### config.mk
export PLATFORM = sky130hd
export DESIGN_NAME = fp_normalize_pack
export DESIGN_NICKNAME = d
export VERILOG_FILES = /design/src/rtl/fp_normalize_pack.sv
export SDC_FILE = /design/constraint.sdc
export NUM_CORES = 1
export LEC_CHECK = 0
export BUFFER_PORTS_ARGS = -buffer_cell sky130_fd_sc_hd__buf_2
export CORE_MARGIN = 2
export CORE_UTILIZATION = 30
export DETAILED_ROUTE_END_ITERATION = 10
export PLACE_DENSITY = 0.47
export RECOVER_POWER = 50
export SLEW_MARGIN = 15
export SYNTH_ARGS = -nofsm -noshare
export SYNTH_HDL_FRONTEND = slang
export SYNTH_SLANG_ARGS = --single-unit
### constraint.sdc
create_clock -name clk -period 1.96 [get_ports clk]
set_input_delay 0.392 -clock clk [delete_from_list [all_inputs] [get_ports clk]]
set_output_delay 0.392 -clock clk [all_outputs]
set_load 0.03 [all_outputs]
### src/rtl/fp_normalize_pack.sv
// Result-side normalize/pack stage for the small-format FP add/sub datapath.
// Normalizes the raw mantissa sum sequentially (truncating) and packs {sign, exp, frac}.
`timescale 1ns/1ps
module fp_normalize_pack #(
  parameter int EXP_W  = 4,
  parameter int FRAC_W = 4
) (
  input  logic                      clk,
  input  logic                      rst,
  input  logic                      in_valid,
  output logic                      in_ready,
  input  logic                      raw_sign,
  input  logic [EXP_W-1:0]          raw_exp,
  input  logic [FRAC_W+1:0]         raw_mant,
  input  logic                      zero_in,
  output logic                      out_valid,
  input  logic                      out_ready,
  output logic [EXP_W+FRAC_W:0]     result,
  output logic                      overflow,
  output logic                      underflow
);

  localparam int M_W = FRAC_W + 2;
  localparam int R_W = 1 + EXP_W + FRAC_W;
  localparam logic [EXP_W-1:0] EXP_MAX = {EXP_W{1'b1}};
  localparam logic [EXP_W-1:0] EXP_ONE = EXP_W'(1);

  typedef enum logic [1:0] {S_IDLE, S_EVAL, S_LSHIFT, S_DONE} state_t;

  state_t            state_q, state_d;
  logic              sign_q, sign_d;
  logic [EXP_W-1:0]  exp_q, exp_d;
  logic [M_W-1:0]    mant_q, mant_d;
  logic              zero_q, zero_d;
  logic [R_W-1:0]    result_q, result_d;
  logic              ovf_q, ovf_d;
  logic              udf_q, udf_d;

  logic [M_W-1:0]    mant_rsh;
  logic [M_W-1:0]    mant_lsh;
  logic [EXP_W-1:0]  exp_inc;
  logic [EXP_W-1:0]  exp_dec;

  always_comb begin
    mant_rsh = mant_q >> 1;
    mant_lsh = mant_q << 1;
    exp_inc  = exp_q + EXP_ONE;
    exp_dec  = exp_q - EXP_ONE;
  end

  always_comb begin
    state_d  = state_q;
    sign_d   = sign_q;
    exp_d    = exp_q;
    mant_d   = mant_q;
    zero_d   = zero_q;
    result_d = result_q;
    ovf_d    = ovf_q;
    udf_d    = udf_q;

    case (state_q)
      S_IDLE: begin
        if (in_valid) begin
          sign_d  = raw_sign;
          exp_d   = raw_exp;
          mant_d  = raw_mant;
          zero_d  = zero_in;
          ovf_d   = 1'b0;
          udf_d   = 1'b0;
          state_d = S_EVAL;
        end
      end

      S_EVAL: begin
        if (zero_q || (mant_q == '0)) begin
          // Cancellation always produces +0, whatever the raw sign was.
          result_d = '0;
          state_d  = S_DONE;
        end else if (mant_q[M_W-1]) begin
          mant_d  = mant_rsh;
          exp_d   = exp_inc;
          state_d = S_DONE;
          if (exp_inc == EXP_MAX) begin
            result_d = {sign_q, EXP_MAX, {FRAC_W{1'b0}}};
            ovf_d    = 1'b1;
          end else begin
            result_d = {sign_q, exp_inc, mant_rsh[FRAC_W-1:0]};
          end
        end else if (mant_q[FRAC_W]) begin
          result_d = {sign_q, exp_q, mant_q[FRAC_W-1:0]};
          state_d  = S_DONE;
        end else begin
          state_d = S_LSHIFT;
        end
      end

      S_LSHIFT: begin
        if (mant_q[FRAC_W]) begin
          result_d = {sign_q, exp_q, mant_q[FRAC_W-1:0]};
          state_d  = S_DONE;
        end else if (exp_q == EXP_ONE) begin
          // No denormals: anything that cannot reach exp 1 normalized flushes to +0.
          result_d = '0;
          udf_d    = 1'b1;
          state_d  = S_DONE;
        end else begin
          mant_d = mant_lsh;
          exp_d  = exp_dec;
          // Finish in the same cycle the hidden bit lands so n shifts cost n cycles.
          if (mant_lsh[FRAC_W]) begin
            result_d = {sign_q, exp_dec, mant_lsh[FRAC_W-1:0]};
            state_d  = S_DONE;
          end
        end
      end

      S_DONE: begin
        if (out_ready) begin
          state_d = S_IDLE;
        end
      end

      default: state_d = S_IDLE;
    endcase
  end

  always_ff @(posedge clk) begin
    if (rst) begin
      state_q  <= S_IDLE;
      sign_q   <= 1'b0;
      exp_q    <= '0;
      mant_q   <= '0;
      zero_q   <= 1'b0;
      result_q <= '0;
      ovf_q    <= 1'b0;
      udf_q    <= 1'b0;
    end else begin
      state_q  <= state_d;
      sign_q   <= sign_d;
      exp_q    <= exp_d;
      mant_q   <= mant_d;
      zero_q   <= zero_d;
      result_q <= result_d;
      ovf_q    <= ovf_d;
      udf_q    <= udf_d;
    end
  end

  assign in_ready  = (state_q == S_IDLE);
  assign out_valid = (state_q == S_DONE);
  assign result    = result_q;
  assign overflow  = ovf_q;
  assign underflow = udf_q;

endmodule
# Yosys cells after proc, flatten, opt, wreduce, memory -nomap -nowiden
# Cells that the tools add are included.
dict set report word_totals {
  regBits 25
  input_bits 16
  out_inout_bits 13
  word_cells 79
}
dict set report classes {
  addsub 2
  n_eq_ne 15
  muxes 37
  reduce_logical 15
}
# operator n
set op_table {}
lappend op_table {{2-to-1 mux 9 bit} 6}
lappend op_table {{2-to-1 mux 6 bit} 4}
lappend op_table {{2-to-1 mux 4 bit} 5}
lappend op_table {{case mux 6 bit (3 select lines)} 1}
lappend op_table {{case mux 9 bit (2 select lines)} 1}
lappend op_table {{inequality test 2 bit (second input constant)} 7}
lappend op_table {{case mux 4 bit (3 select lines)} 1}
lappend op_table {{2-to-1 mux 2 bit} 5}
lappend op_table {{AND reduction 5 bit} 2}
lappend op_table {{2-to-1 mux 1 bit} 9}
lappend op_table {{2-to-1 mux 8 bit} 1}
lappend op_table {{inequality test 4 bit (second input constant)} 2}
lappend op_table {{case mux 2 bit (4 select lines)} 1}
lappend op_table {{AND reduction 4 bit} 2}
lappend op_table {{zero test 6 bit} 1}
lappend op_table {{AND reduction 3 bit} 2}
lappend op_table {{AND reduction 6 bit} 1}
lappend op_table {{nonzero test 2 bit} 3}
lappend op_table {{2-to-1 mux 5 bit} 1}
lappend op_table {{adder 4 x 1 -> 4 bit (second input constant)} 1}
lappend op_table {{equality test 2 bit (second input constant)} 2}
lappend op_table {{equality test 4 x 1 -> 1 bit (second input constant)} 1}
lappend op_table {{equality test 4 bit (second input constant)} 1}
lappend op_table {{case mux 1 bit (2 select lines)} 2}
lappend op_table {{7 further kinds} 7}

# Logic depth before layout (Yosys ltp)
dict set report depth {
  ltp_word 6
  depth_mapped 10
  ltp_nobuf 7
}

# Least setup slack after synthesis
# Ideal clock, no wire load.
dict set report synth_timing {
  kind {reg-to-reg}
  start {register state_q[0]}
  end {register mant_q[1]}
  setup_ns 0.070
  t_arrival_ns 2.083
  required_time_ns 1.890
  path_slack_ns -0.194
  stages_incl_launch_ff 9
  n_path_buf 1
  synth_period_minus_slack_ns 2.154
  cell_sequence {dfxtp_1 > inv_1 > ha_1 > nor2b_1 > a211o_1 > nand2b_1 > buf_6 > or3_1 > a21oi_1}
}
dict set report synth_between {
  elab_chain_len 3
  elab_cells_between_ends 11
  cone_classes {eq/ne (7); mux (1); reduce/logical (3)}
}
# element line
set synth_rtl {}
lappend synth_rtl {{start, declared} 30} ;# state_t state_q, state_d;
lappend synth_rtl {{start signal, assigned} 138} ;# state_q <= state_d;
lappend synth_rtl {{zero test 2 bit *} n/a}
lappend synth_rtl {{named net in_ready} 11} ;# output logic in_ready,
lappend synth_rtl {{inequality test 2 bit (no line) / nonzero test 3 bit (equally long branches)} n/a}
lappend synth_rtl {{AND reduction 6 bit (no line)} n/a}
lappend synth_rtl {{end signal, assigned} 141} ;# mant_q <= mant_d;
lappend synth_rtl {{end, declared} 33} ;# logic [M_W-1:0] mant_q, mant_d;
# Mark *: on every way through the listed nets, which the timed path passes. The rest lies on a longest branch.
# A chain may end at the register's enable or synchronous reset.

# Final worst setup path
dict set report layout_timing {
  start {register state_q[0]}
  end {register mant_q[1]}
}
dict set report layout_between {
  elab_chain_len 3
  elab_cells_between_ends 11
  cone_classes {eq/ne (7); mux (1); reduce/logical (3)}
}
# element line
set layout_rtl {}
lappend layout_rtl {{equality test 2 bit (tied with other cells)} 61} ;# case (state_q)
lappend layout_rtl {{inequality test 2 bit (no line) / nonzero test 3 bit (equally long branches)} n/a}
lappend layout_rtl {{AND reduction 6 bit (no line)} n/a}
# Parallel ways exist; a longest one is shown, timed or not.

==> out/summary.txt <==
CTS Hold Buffers Added = 0
Final nets = 302
Clock transition at path regs = 0.10 ns
Gpl congestion = 0.8026
Avg Synthesized Cell Area = 7.646 µm²
Worst path slowest cell = or3_1
Critical Setup Path Class = reg2reg
R2R Path End = mant_q[1]$_SDFFE_PP0P_
Post-Place Cells = 348
Post-synth EDFFs = 0
CP top delay family = simple AND/OR/NAND/NOR gates
Rel. slew slack = 68.77%
H-tree Lvls = 1
Filler cell count = 625
PwrDens = 1725 nW/µm²
Largest buffer count on any clock path = 2
Slew Viols, Final = 0
Post-route insts no fill = 352
Largest net degree at the start of global routing = 26
Async set or reset register ratio after synthesis = 0%
Syn-to-layout area delta = 29.23%
GRT Overall Usage = 16.14%
Drt total wl = 4992 µm
Die width = 81.23 µm
Sink Count = 25
ANT cells = 0
Top cell type's share of synthesized area = 27.97%
Sequential area share after synthesis = 27.97%
Synth area leader = dfxtp_1
Worst path depth = 7
YS warnings = 0
Mapped Area = 1789 µm²
CP Max Fanout = 8
Vias in the first global route = 1682
HP Class = in2reg
Status = completed
Final Core Density = 39.52%
Initial core utilization = 30.58%
Vias = 1809
Worst-margin pin slew = 0.4678 ns
Mapped Nets = 258
DRT antenna net count = 0
Synth Instances = 234
HP Start = zero_in
Num CTS Buffers = 3
CP endpoint = mant_q[1]$_SDFFE_PP0P_
Placement Setup Slack = -0.04573 ns
CP Capture Type = flop
R2R Path Start = state_q[0]$_SDFFE_PP0P_
Start point of the critical path = state_q[0]$_SDFFE_PP0P_
Tmin final = 1.868 ns
Clock latency on the worst-skew pair = 0.27 ns
Setup Buffers After CTS = 0
Core Region = 5851 µm²
Drt first pass iters = 4
Remaining DRCs = 0
DR WL/cell = 14.18 µm
# setup viols final = 0
Critical Path AT = 2.08 ns
Worst path bufs/invs = 1
Synth area leaders = dfxtp_1 (28%), ha_1 (5.6%), nor2_1 (5.0%)
DP Area = 2206 µm²
Row cnt = 28
Post-DR vias/cell = 5.139
R2R Setup Slk = 0.09 ns
Worst setup margin = 0.09212 ns
Yosys cell types = 49
Die Ht = 81.23 µm
First-pass GRT wire length = 8273 µm
Hold Fails Final Rpt = 0
Fraction of layout cells with a size suffix above 1 = 31.41%
# port buffers = 28
Initial antenna violation count = 0
1st-iter DRT viols = 78
Crit share post-route = 95.30%
Worst Path Required = 2.17 ns
Length in cells of the worst reg-to-reg path = 7
CTS tree = done
Die area = 6598 µm²
Worst VDD drop = 0.5759 mV
Final Skew = 0.006990 ns
Critical Path, Cell by Cell = inv_1 > ha_4 > nor2b_2 > a211o_1 > nand2b_4 > or3_1 > a21oi_1
Max-cap violation count = 0
Post-synth top cells = dfxtp_1 (25), nor2_1 (24), nand2_1 (23)
Fmax = 535.4 MHz
Most used flip-flop cell after synthesis = dfxtp_1
Max stage delay on crit path = 0.39 ns
GRT overflow = 0
Root Driver = clkbuf_8
Most numerous cell in the Yosys netlist = dfxtp_1
Ports = 29
Leakage power = 0.0009209 µW
Critical Path Start Type = flop
DP HPWL = 3765 µm
Yosys reg bits = 25
Finished Cell Area = 2312 µm²
through the flow:
stage	hold WS, ns	total power (µW)	TNS (ns)
after floorplan	0.4366	2751	-0.1360
after global placement	0.4533	3618	-0.09057
after detailed placement	0.4583	3589	-0.1223
after CTS	0.3528	3977	0
after global routing	0.3578	4328	-0.01586
final	0.3542	3988	0
power breakdown:
group	internal [µW]	total, µW	switching (µW)
clock network	144	327	182
registers	667	779	113
logic	1290	2880	1600
total	2100	3990	1890
layout make-up:
class / count / area, µm² / area share, %
Tap cell: 75 / 93.84 / 4.058
Clock buffer: 3 / 41.29 / 1.786
Timing Repair Buffer: 61 / 402.9 / 17.42
Sequential cell: 25 / 504.2 / 21.81
Multi-Input combinational cell: 180 / 1234 / 53.35
Inverter: 7 / 28.78 / 1.245
Clock inverter: 1 / 7.507 / 0.3247
state kept, by name (all words and copies together) (netlist names):
signal,count
state_q,2
mant_q,6
sign_q,1
zero_q,1
exp_q,4
result,9
underflow,1
overflow,1
kinds of logic (layout without fill, tap and decap cells):
kind of cell	after synthesis	in the layout	share of synthesized area, %
AND/OR/NAND/NOR	96	96	27.83
AO/OA/AOI/OAI	71	71	28.39
buffers and inverters	29	72	7.552
flip-flops	25	25	27.97
adder cells (fa/ha/maj)	8	8	5.595
XOR/XNOR	3	3	1.469
multiplexers	2	2	1.189
metal layers:
layer	part of all wire (%)	wire [µm]	GRT usage (%)
met1	50	2501	22.47
met2	45	2233	25.95
met3	4.4	220	3.222
met4	0.74	37	3.051
met5	0	0	0
worst reg2reg max path, cell delays in order (launching register included):
cell and delay (ns):
dfxtp_1 0.38, inv_1 0.11, ha_4 0.17, nor2b_2 0.15, a211o_1 0.28, nand2b_4 0.18
or3_1 0.39, a21oi_1 0.14
placed cells by master (no fill, tap or decap), types with 4 or more instances in the layout:
cell type | synthesis | layout
buf_4 | 1 | 31
buf_2 | 0 | 27
nor2_1 | 24 | 23
nand2_1 | 23 | 23
dfxtp_1 | 25 | 22
a21oi_1 | 17 | 17
nor3_1 | 10 | 10
a211oi_1 | 7 | 7
nand3_1 | 7 | 7
nor2b_1 | 7 | 6
o21ai_0 | 7 | 6
inv_1 | 7 | 5
nand2b_1 | 6 | 5
a31oi_1 | 5 | 4
a311oi_1 | 4 | 4
ha_1 | 8 | 4
repair_timing:
| item | in CTS | in global routing |
|---|---|---|
| pin swaps | 0 | 1 |
| gates cloned | 0 | 0 |
| endpoints found under the setup margin | 7 | 11 |
| gates resized for setup | 6 | 9 |
worst min-delay path by stage:
| stage | cells past startpoint | end | slack, ns |
|---|---|---|---|
| 3_5_place_dp | 2 | sign_q$_SDFFE_PP0P_ | 0.46 |
| 5_1_grt | 3 | sign_q$_SDFFE_PP0P_ | 0.36 |
| 3_3_place_gp | 2 | sign_q$_SDFFE_PP0P_ | 0.45 |
| 4_1_cts | 3 | zero_q$_SDFFE_PP0P_ | 0.35 |
| 6_report | 3 | zero_q$_SDFFE_PP0P_ | 0.35 |
| 2_1_floorplan | 2 | sign_q$_SDFFE_PP0P_ | 0.44 |
(Power assumes the default switching activity.)
